### config.mk
export PLATFORM = sky130hd
export DESIGN_NAME = axi_arbiter
export DESIGN_NICKNAME = d
export VERILOG_FILES = /design/src/rtl/axi_arbiter.sv
export SDC_FILE = /design/constraint.sdc
export NUM_CORES = 1
export LEC_CHECK = 0
export CORE_AREA = 2 2 227 229
export DETAILED_ROUTE_END_ITERATION = 6
export DIE_AREA = 0 0 229 231
export SETUP_SLACK_MARGIN = 0.1
export SLEW_MARGIN = 20
export SYNTH_ARGS = -nofsm -noshare
export SYNTH_HDL_FRONTEND = slang
export SYNTH_SLANG_ARGS = --single-unit
### constraint.sdc
create_clock -name clock -period 1.6 [get_ports clock]
set_input_delay 0.4 -clock clock [delete_from_list [all_inputs] [get_ports clock]]
set_output_delay 0.4 -clock clock [all_outputs]
set_load 0.02 [all_outputs]
### src/rtl/axi_arbiter.sv
// Two-source AXI arbiter: s0 (instruction fetch, read only) and s1 (load/store) onto one AXI master.
// Define AXI_ARBITER_RR_EN for round-robin read arbitration; default build gives s1 fixed priority.
module axi_arbiter #(
   parameter int ADDR_W = 32,
   parameter int DATA_W = 64
) (
   input  logic                clock,
   input  logic                reset,
   // s0 read
   input  logic                s0_arvalid,
   output logic                s0_arready,
   input  logic [ADDR_W-1:0]   s0_araddr,
   output logic                s0_rvalid,
   input  logic                s0_rready,
   output logic [DATA_W-1:0]   s0_rdata,
   output logic [1:0]          s0_rresp,
   // s1 read
   input  logic                s1_arvalid,
   output logic                s1_arready,
   input  logic [ADDR_W-1:0]   s1_araddr,
   input  logic [2:0]          s1_arsize,
   output logic                s1_rvalid,
   input  logic                s1_rready,
   output logic [DATA_W-1:0]   s1_rdata,
   output logic [1:0]          s1_rresp,
   // s1 write
   input  logic                s1_awvalid,
   output logic                s1_awready,
   input  logic [ADDR_W-1:0]   s1_awaddr,
   input  logic [2:0]          s1_awsize,
   input  logic                s1_wvalid,
   output logic                s1_wready,
   input  logic [DATA_W-1:0]   s1_wdata,
   input  logic [DATA_W/8-1:0] s1_wstrb,
   output logic                s1_bvalid,
   input  logic                s1_bready,
   output logic [1:0]          s1_bresp,
   // master read address
   output logic                m_arvalid,
   input  logic                m_arready,
   output logic [3:0]          m_arid,
   output logic [ADDR_W-1:0]   m_araddr,
   output logic [7:0]          m_arlen,
   output logic [2:0]          m_arsize,
   output logic [1:0]          m_arburst,
   // master read data
   input  logic                m_rvalid,
   output logic                m_rready,
   input  logic [3:0]          m_rid,
   input  logic [DATA_W-1:0]   m_rdata,
   input  logic [1:0]          m_rresp,
   input  logic                m_rlast,
   // master write address
   output logic                m_awvalid,
   input  logic                m_awready,
   output logic [3:0]          m_awid,
   output logic [ADDR_W-1:0]   m_awaddr,
   output logic [7:0]          m_awlen,
   output logic [2:0]          m_awsize,
   output logic [1:0]          m_awburst,
   // master write data
   output logic                m_wvalid,
   input  logic                m_wready,
   output logic [DATA_W-1:0]   m_wdata,
   output logic [DATA_W/8-1:0] m_wstrb,
   output logic                m_wlast,
   // master write response
   input  logic                m_bvalid,
   output logic                m_bready,
   input  logic [3:0]          m_bid,
   input  logic [1:0]          m_bresp
);

   typedef enum logic [1:0] {
      R_IDLE = 2'd0,
      R_ADDR = 2'd1,
      R_DATA = 2'd2
   } rd_state_t;

   typedef enum logic [1:0] {
      W_IDLE = 2'd0,
      W_REQ  = 2'd1,
      W_RESP = 2'd2
   } wr_state_t;

   rd_state_t             rd_state_r;
   rd_state_t             rd_next_s;
   wr_state_t             wr_state_r;
   wr_state_t             wr_next_s;

   logic                  rd_gnt_r;
   logic [ADDR_W-1:0]     ar_addr_r;
   logic [2:0]            ar_size_r;
   logic                  gnt_s1_s;
   logic                  rd_req_s;
   logic                  rd_rready_s;

   logic [ADDR_W-1:0]     aw_addr_r;
   logic [2:0]            aw_size_r;
   logic [DATA_W-1:0]     w_data_r;
   logic [DATA_W/8-1:0]   w_strb_r;
   logic                  wr_take_s;

   // Single-beat reads: response id and last flag carry no information here.
   logic                  unused_s;
   assign unused_s = ^{m_rid, m_rlast, m_bid};

   assign rd_req_s    = s0_arvalid | s1_arvalid;
   assign rd_rready_s = rd_gnt_r ? s1_rready : s0_rready;
   assign wr_take_s   = s1_awvalid & s1_wvalid;

`ifdef AXI_ARBITER_RR_EN
   logic                  rr_r;

   // Round-robin pick: rr_r = 0 favours s0, 1 favours s1.
   always_comb begin
      gnt_s1_s = 1'b0;
      if (s0_arvalid && s1_arvalid) begin
         gnt_s1_s = rr_r;
      end else begin
         gnt_s1_s = s1_arvalid;
      end
   end

   // Pointer moves to the source that was not just granted.
   always_ff @(posedge clock or negedge reset) begin
      if (!reset) begin
         rr_r <= 1'b0;
      end else if (rd_state_r == R_IDLE && rd_req_s) begin
         rr_r <= ~gnt_s1_s;
      end else begin
         rr_r <= rr_r;
      end
   end
`else
   // Fixed priority: load/store always beats instruction fetch.
   always_comb begin
      gnt_s1_s = s1_arvalid;
   end
`endif

   // Read FSM state register.
   always_ff @(posedge clock or negedge reset) begin
      if (!reset) begin
         rd_state_r <= R_IDLE;
      end else begin
         rd_state_r <= rd_next_s;
      end
   end

   // Read FSM next state.
   always_comb begin
      rd_next_s = rd_state_r;
      case (rd_state_r)
         R_IDLE: begin
            if (rd_req_s) rd_next_s = R_ADDR;
            else          rd_next_s = R_IDLE;
         end
         R_ADDR: begin
            if (m_arready) rd_next_s = R_DATA;
            else           rd_next_s = R_ADDR;
         end
         R_DATA: begin
            if (m_rvalid && rd_rready_s) rd_next_s = R_IDLE;
            else                         rd_next_s = R_DATA;
         end
         default: rd_next_s = R_IDLE;
      endcase
   end

   // Read request capture; the address stays put until the response completes.
   always_ff @(posedge clock or negedge reset) begin
      if (!reset) begin
         rd_gnt_r  <= 1'b0;
         ar_addr_r <= {ADDR_W{1'b0}};
         ar_size_r <= 3'b000;
      end else if (rd_state_r == R_IDLE && rd_req_s) begin
         rd_gnt_r  <= gnt_s1_s;
         ar_addr_r <= gnt_s1_s ? s1_araddr : s0_araddr;
         ar_size_r <= gnt_s1_s ? s1_arsize : 3'b010;
      end else begin
         rd_gnt_r  <= rd_gnt_r;
         ar_addr_r <= ar_addr_r;
         ar_size_r <= ar_size_r;
      end
   end

   // Read FSM outputs; responses reach the granted source only.
   always_comb begin
      s0_arready = 1'b0;
      s1_arready = 1'b0;
      m_arvalid  = 1'b0;
      m_rready   = 1'b0;
      s0_rvalid  = 1'b0;
      s1_rvalid  = 1'b0;
      s0_rdata   = {DATA_W{1'b0}};
      s1_rdata   = {DATA_W{1'b0}};
      s0_rresp   = 2'b00;
      s1_rresp   = 2'b00;
      case (rd_state_r)
         R_IDLE: begin
            s0_arready = s0_arvalid & ~gnt_s1_s;
            s1_arready = gnt_s1_s;
         end
         R_ADDR: begin
            m_arvalid = 1'b1;
         end
         R_DATA: begin
            m_rready = rd_rready_s;
            if (rd_gnt_r) begin
               s1_rvalid = m_rvalid;
               s1_rdata  = m_rdata;
               s1_rresp  = m_rresp;
            end else begin
               s0_rvalid = m_rvalid;
               s0_rdata  = m_rdata;
               s0_rresp  = m_rresp;
            end
         end
         default: begin
            m_arvalid = 1'b0;
         end
      endcase
   end

   assign m_arid    = {3'b000, rd_gnt_r};
   assign m_araddr  = ar_addr_r;
   assign m_arlen   = 8'd0;
   assign m_arsize  = ar_size_r;
   assign m_arburst = 2'b01;

   // Write FSM state register.
   always_ff @(posedge clock or negedge reset) begin
      if (!reset) begin
         wr_state_r <= W_IDLE;
      end else begin
         wr_state_r <= wr_next_s;
      end
   end

   // Write FSM next state; address and data must be accepted in the same cycle.
   always_comb begin
      wr_next_s = wr_state_r;
      case (wr_state_r)
         W_IDLE: begin
            if (wr_take_s) wr_next_s = W_REQ;
            else           wr_next_s = W_IDLE;
         end
         W_REQ: begin
            if (m_awready && m_wready) wr_next_s = W_RESP;
            else                       wr_next_s = W_REQ;
         end
         W_RESP: begin
            if (m_bvalid && s1_bready) wr_next_s = W_IDLE;
            else                       wr_next_s = W_RESP;
         end
         default: wr_next_s = W_IDLE;
      endcase
   end

   // Write request capture; held until the next write is accepted.
   always_ff @(posedge clock or negedge reset) begin
      if (!reset) begin
         aw_addr_r <= {ADDR_W{1'b0}};
         aw_size_r <= 3'b000;
         w_data_r  <= {DATA_W{1'b0}};
         w_strb_r  <= {(DATA_W/8){1'b0}};
      end else if (wr_state_r == W_IDLE && wr_take_s) begin
         aw_addr_r <= s1_awaddr;
         aw_size_r <= s1_awsize;
         w_data_r  <= s1_wdata;
         w_strb_r  <= s1_wstrb;
      end else begin
         aw_addr_r <= aw_addr_r;
         aw_size_r <= aw_size_r;
         w_data_r  <= w_data_r;
         w_strb_r  <= w_strb_r;
      end
   end

   // Write FSM outputs.
   always_comb begin
      s1_awready = 1'b0;
      s1_wready  = 1'b0;
      m_awvalid  = 1'b0;
      m_wvalid   = 1'b0;
      m_wlast    = 1'b0;
      m_bready   = 1'b0;
      s1_bvalid  = 1'b0;
      s1_bresp   = 2'b00;
      case (wr_state_r)
         W_IDLE: begin
            s1_awready = wr_take_s;
            s1_wready  = wr_take_s;
         end
         W_REQ: begin
            m_awvalid = 1'b1;
            m_wvalid  = 1'b1;
            m_wlast   = 1'b1;
         end
         W_RESP: begin
            m_bready  = s1_bready;
            s1_bvalid = m_bvalid;
            s1_bresp  = m_bresp;
         end
         default: begin
            m_awvalid = 1'b0;
         end
      endcase
   end

   assign m_awid    = 4'd1;
   assign m_awaddr  = aw_addr_r;
   assign m_awlen   = 8'd0;
   assign m_awsize  = aw_size_r;
   assign m_awburst = 2'b01;
   assign m_wdata   = w_data_r;
   assign m_wstrb   = w_strb_r;

endmodule
==> flow_metrics.py <==
metrics = {
    "sta": {
        "finalCritPeriodShare_pct": 140,
        "final_max_slew_viol_count": 0,
        "hold_viol_final": 0,
        "clock_skew_ps": 22.1,
        "fin_crit_ps": 2240,
        "rsz0062_at_grt": "true",
        "setup_viol_count_final": 269,
        "timing.fmax_ghz": 0.447,
        "tns_ps": -97790,
        "layout_setup_ws_ps": -635,
    },
    "synthesis": {
        "synth-seq-cells": 147,
        "ys_types": 26,
        "syn_avg_cell_area_sq_um": 13.1,
        "synth_xor_area_share_pct": 0,
        "synth.area.mux_share_pct": 28.3,
        "ys.warnings.count": 0,
        "synth_compound_area_share_pct": 1.07,
        "synth_top_family_by_area": "multiplexers",
        "ys_seq_area_share_pct": 50.9,
        "synth_adder_area_share_pct": 0,
        "synth_simple_gate_area_share_pct": 13.1,
        "postSynthCellCount": 554,
        "syn_area_sq_um": 7230,
    },
    "global_routing": {
        "overflow": 0,
        "grt_pass1_wl_mm": 52.3,
        "grt_max_degree": 37,
        "grt_pass1_vias": 7544,
        "antenna_found_initial": 6,
        "grt_usage_pct": 13.8,
    },
    "routing": {
        "via_per_inst": 3.63,
        "drc_errors": 0,
        "met3_wirelength_mm": 3.21,
        "postRouteAntennaNets": 0,
        "wirelength_met1_mm": 13.5,
        "drt_iter0_markers": 132,
        "routed.top_layer": "met4",
        "routedWlPerCell_um": 20.3,
        "met2WireLength_mm": 20.3,
        "drt-total-wl_mm": 38.8,
        "first_pass_iters": 4,
        "routed-via-count": 6961,
    },
    "floorplanning": {
        "die_h_um": 231,
        "rows": 83,
        "core_sq_um": 50700,
        "die_w_um": 229,
        "start_util_pct": 14.3,
        "io_pins": 582,
        "dieArea_sq_um": 52900,
    },
    "finish": {
        "final-seq-area_sq_um": 3680,
        "layout-drive-gt1-share_pct": 62.1,
        "multi_input_comb_area_sq_um": 3820,
        "area_delta_synth_final_pct": 122,
        "fill_cells": 5182,
        "final_util_pct": 31.7,
        "nets": 1488,
    },
    "setup_path": {
        "slowest_delay_ps": 390,
        "cp_data_required_time_ps": 1200,
        "r2r_cells": 8,
        "worst_setup_path_start_kind": "register",
        "cp_max_fo": 7,
        "cpMostUsedCell": "buf_12",
        "worstPathCellList": "nand2b_4 -> nor2_4 -> buf_12 -> buf_12 -> clkbuf_16 -> and2_4 -> buf_12",
        "arrival_ps": 1840,
        "r2r-end": "m_araddr[27]$_DFFE_PN0P_",
        "path_class": "register to primary output",
        "reg2reg_slack_ps": -230,
        "cp.buffers_inverters": 4,
        "rr_startpoint": "rd_state_r[0]$_DFF_PN0_",
        "path_delay_family": "buffers and inverters",
        "crit_path_end_kind": "primary output",
        "critPathSlowestCell": "dfrtp_1",
    },
    "outcome": {
        "violations": "negative setup slack",
        "status": "complete, but fails checks",
    },
    "clock_network": {
        "clock_path_buffers": 2,
        "clock_sinks": 147,
        "cts_buffers": 17,
        "cts.root.buffer_cell": "clkbuf_16",
        "clock_latency_ps": 480,
        "htreeDepth": 4,
        "clkTransAtPathRegs_ps": 70,
        "cts_tree": "yes",
    },
    "power": {
        "p_total_w": 0.0262,
        "ir_worst_vdd_mv": 1.14,
        "power.density_nw_per_um2": 1630,
        "cellLeakagePower_nw": 7.46,
    },
    "flow_run": {
        "max-cap-violations": 0,
    },
    "place": {
        "gp_congestion": 0.899,
        "dpl.hpwl_mm": 29.5,
        "place_ws_ps": -736,
        "port_buffers": 545,
    },
    "worst_hold_path": {
        "hold_path.class": "primary input to async pin",
    },
}
## power breakdown
part	internal, W	total (W)	switching, W
registers	0.00563	0.00686	0.00122
clock network	0.00251	0.00427	0.00176
logic	0.00797	0.0151	0.00710
## cells in the mapped netlist
master,count,area [sq um]
buf_4,41,308
nor2b_1,3,18.8
nand2b_1,2,12.5
mux2i_1,1,10.0
and2_1,139,870
o2bb2ai_1,1,8.76
clkbuf_1,7,26.3
o21a_1,1,7.51
a22o_1,2,17.5
clkbuf_2,6,30.0
a2bb2oi_1,1,8.76
nor3_1,1,5.00
a32o_1,1,10.0
dfrtp_1,147,3680
conb_1,2,7.51
inv_1,3,11.3
nor2_2,2,12.5
nor2_1,3,11.3
nand2_1,4,15.0
mux2_4,29,435
o21ai_0,2,10.0
mux2_2,132,1490
mux2_1,10,113
buf_2,5,25.0
buf_6,7,78.8
a21o_1,2,15.0
## cell usage in the layout, fill, tap and decap left out, drive strengths merged, types with 2 or more instances in the layout
cell,count
buf,298
clkdlybuf4s50,252
mux2,171
dfrtp,147
clkbuf,141
and2,139
conb,27
dlymetal6s2s,17
inv,7
nor2,5
clkinv,4
nand2,4
bufinv,3
nor2b,3
nand2b,2
o21ai,2
a21o,2
a22o,2
clkinvlp,2
## metrics by stage
stage	hold WS (ps)	area, sq um	instances
after global placement	333	14500	1840
after global routing	417	16100	1916
after CTS	359	15600	1897
after floorplan	104	7570	579
after detailed placement	333	14500	1840
final	406	16100	1917
## sequential cells by signal (all words and copies together) (netlist names), 2 cells and up
signal / flops
m_wdata: 64
m_araddr: 32
m_awaddr: 32
m_wstrb: 8
m_arsize: 3
m_awsize: 3
rd_state_r: 2
wr_state_r: 2
## cell type report
class / instances / share of cell area (%)
timing repair buffer: 691 / 44.2
multi-input combinational: 363 / 23.7
sequential: 147 / 22.9
tap: 680 / 5.29
clock buffer: 19 / 2.75
clock inverter: 13 / 1.07
inverter: 3 / 0.0855
antenna: 1 / 0.0156
## per-layer routing
metal,global-route usage [%],vias up
met5,0,-
met4,6.29,0
met2,25.4,413
met1,13.8,3354
li1,-,3135
met3,4.99,59
## what timing repair did
action | CTS | global route
pin swaps | 31 | 38
setup buffers | 18 | 15
cloned | 6 | 11
resized for setup | 546 | 572
hold buffers | 1 | 0
hold endpoints to repair | 26 | 0
setup endpoints to repair | 429 | 430
## logic make-up after synthesis
group                  after synthesis
and+or+nand+nor                    154
AOI/OAI and AO/OA                   10
muxes                              172
other                                2
buffers and inverters               69
DFF                                147
## worst register-to-register path, cell delays in order, from the launching register on
cell	delay (ps)
dfrtp_1	390
buf_4	160
nor2_4	130
buf_6	110
buf_4	90
buf_4	90
o21a_4	230
buf_12	190
mux2_4	320
## how the worst max path moves through the flow
stage               slack [ps]  depth (start not counted)                     from      endpoint
global placement          -770                          4                s1_wvalid    s1_awready
CTS                       -740                          7  rd_state_r[0]$_DFF_PN0_  s1_rdata[60]
global route              -720                          7  rd_state_r[0]$_DFF_PN0_   s1_rdata[1]
detailed placement        -740                          4                s1_wvalid     s1_wready
floorplan                   70                          5  rd_state_r[0]$_DFF_PN0_  s0_rdata[33]
finish                    -640                          7  rd_state_r[0]$_DFF_PN0_   s1_rdata[1]
No activity file was read; power rests on OpenSTA's default activity.
==> patch: new RTL, config.mk and constraints unchanged <==
`DATA_W`: 64 -> 68.
--- a/src/rtl/axi_arbiter.sv
+++ b/src/rtl/axi_arbiter.sv
@@ -4,3 +4,3 @@
    parameter int ADDR_W = 32,
-   parameter int DATA_W = 64
+   parameter int DATA_W = 68
 ) (
Interface: changed (5 resized); port bits go from 582 to 602. The function was not compared with the original's and may differ.
==> patch against the unedited design <==
  * The run still ends with negative setup slack left
  * Global-route usage decreased by 0.34 points
  * Sequential cell count increased by 4
  * Worst setup slack improved by 0.022 ns
  * Clock power increased by 3%
  * Register-to-register slack improved by 0.03 ns
  * Total power about the same
  * Design area about the same
  * Hold slack got worse by 0.0047 ns
  * Synthesized area increased by 1.4%
  * Maximum frequency increased by 1.0%
  * Routed wire length increased by 0.93%
==> patch: results (changes against the unedited design) <==
[run_status]
outcome = complete, but fails checks  ; unchanged
violations = negative setup slack  ; unchanged

[finish]
final_nets = 1516  ; was 1488
layout-drive-gt1-share_pct = 61.3  ; was 62.1%
diodes = 0  ; was 1

[grt]
grt_usage_pct = 13.4  ; was 13.8%
antenna_found_initial = 4  ; was 6
grt_pass1_vias = 7563  ; was 7544
grt_first_pass_wirelength_um = 51000  ; was 52300 um
grt_max_degree = 41  ; was 37

[power]
vdd_drop_max_mv = 1.29  ; was 1.14 mV
p_leak_nw = 7.29  ; was 7.46 nW

[yosys]
ys_seq_area_share_pct = 51.5  ; was 50.9%
synth_commonest_cells = dfrtp_1, and2_1, mux2_2  ; unchanged
synth_area_leaders = dfrtp_1, mux2_2, and2_1, mux2_1, buf_4  ; was dfrtp_1, mux2_2, and2_1, mux2_4, buf_4
yosysUniqueCellTypes = 24  ; was 26

[placed_design]
gp_congestion = 0.916  ; was 0.899
port_buffers = 565  ; was 545
placed_cell_area_um2 = 14400  ; was 14500 um^2

[critical_path]
reg2regPathDepth = 7  ; was 8
rr_startpoint = wr_state_r[1]$_DFF_PN0_  ; was rd_state_r[0]$_DFF_PN0_
worstPathArrival_ns = 1.81  ; was 1.84 ns
critPathMaxFanout = 5  ; was 7
r2r_slack_ns = -0.20  ; was -0.23 ns
r2r-end = m_wdata[60]$_DFFE_PN0P_  ; was m_araddr[27]$_DFFE_PN0P_

[sta]
setup_violations = 297  ; was 269
finalWorstSetupSlack_ns = -0.613  ; was -0.635 ns
whs_ns = 0.401  ; was 0.406 ns
fin_skew_ns = 0.0205  ; was 0.0221 ns

[routing]
drtIter0Drc = 172  ; was 132
wl_per_cell_um = 20.2  ; was 20.3 um

[patch: cell types whose count changed in the layout (fill, tap and decap cells not counted), sizes merged]
cell	before	now
and2	139	147
buf	298	418
clkbuf	141	33
clkdlybuf4s15	1	0
clkdlybuf4s50	252	260
clkinvlp	2	0
dfrtp	147	151
diode	1	0
dlygate4sd2	0	1
dlymetal6s2s	17	0
inv	7	10
mux2	171	175
[patch: cell families after synthesis]
kind of cell	count (synthesis)	synth area share [%]
AOI/OAI and AO/OA	10	1.06
buffers and inverters	69	6.71
and+or+nand+nor	162	13.6
other	2	0.102
DFF	151	51.5
muxes	176	27.0
[patch: final cells by class]
class | count | area [um^2]
Clock buffer | 18 | 429
Clock inverter | 14 | 190
Fill cell | 5197 | 34600
Inverter | 3 | 13.8
Multi-Input combinational cell | 375 | 3770
Sequential cell | 151 | 3780
Tap cell | 680 | 851
Timing Repair Buffer | 695 | 7060
[patch: worst max-delay path, stage by stage, from the launching register on]
cell	delay, ns
dfrtp_1	0.38
nand2b_4	0.17
nor2_4	0.13
buf_12	0.14
buf_8	0.13
clkbuf_16	0.14
and2_4	0.14
buf_6	0.11
[patch: report_power, final]
part           leakage (nW)  switching (W)  internal [W]
combinational          5.21        0.00724       0.00768
sequential             1.77        0.00109       0.00577
clock                 0.306        0.00189       0.00250
total                  7.29         0.0102        0.0160
[patch: worst max-delay path by stage]
| stage | endpoint | startpoint | depth (start not counted) |
|---|---|---|---|
| floorplan | s0_rdata[0] | rd_state_r[0]$_DFF_PN0_ | 4 |
| global route | s0_rdata[10] | rd_state_r[0]$_DFF_PN0_ | 7 |
| CTS | s1_rvalid | rd_state_r[0]$_DFF_PN0_ | 7 |
| global placement | s1_awready | s1_wvalid | 4 |
| finish | s0_rdata[9] | rd_state_r[0]$_DFF_PN0_ | 7 |
| detailed placement | s1_awready | s1_wvalid | 4 |
[patch: metrics by stage]
step / setup TNS (ns) / setup slack [ns] / instances / utilization, %
floorplan: 0 / 0.0844 / 595 / -
global placement: -152.61 / -0.813 / 1838 / 28.5
detailed placement: -154.86 / -0.804 / 1838 / 28.5
CTS: -110.99 / -0.690 / 1895 / 29.7
global route: -120.84 / -0.684 / 1936 / 31.8
finish: -100.46 / -0.613 / 1936 / 31.8
[patch: timing repair]
action | 4_1_cts | 5_1_grt
setup endpoints to repair | 439 | 304
hold buffers | 1 | 0
hold endpoints to repair | 23 | 0
cloned | 8 | 26
pin swaps | 12 | 29
buffers inserted | 16 | 15
resized for setup | 1312 | 225
[patch: routing by layer]
layer  global-route usage [%]  up-vias  part of all wire [%]
met4                     7.37        8                   4.4
met5                        0        -                  0.13
met2                     24.1      395                    52
li1                         -     3195                     -
met3                     5.52       57                   8.0
met1                     13.2     3486                    35
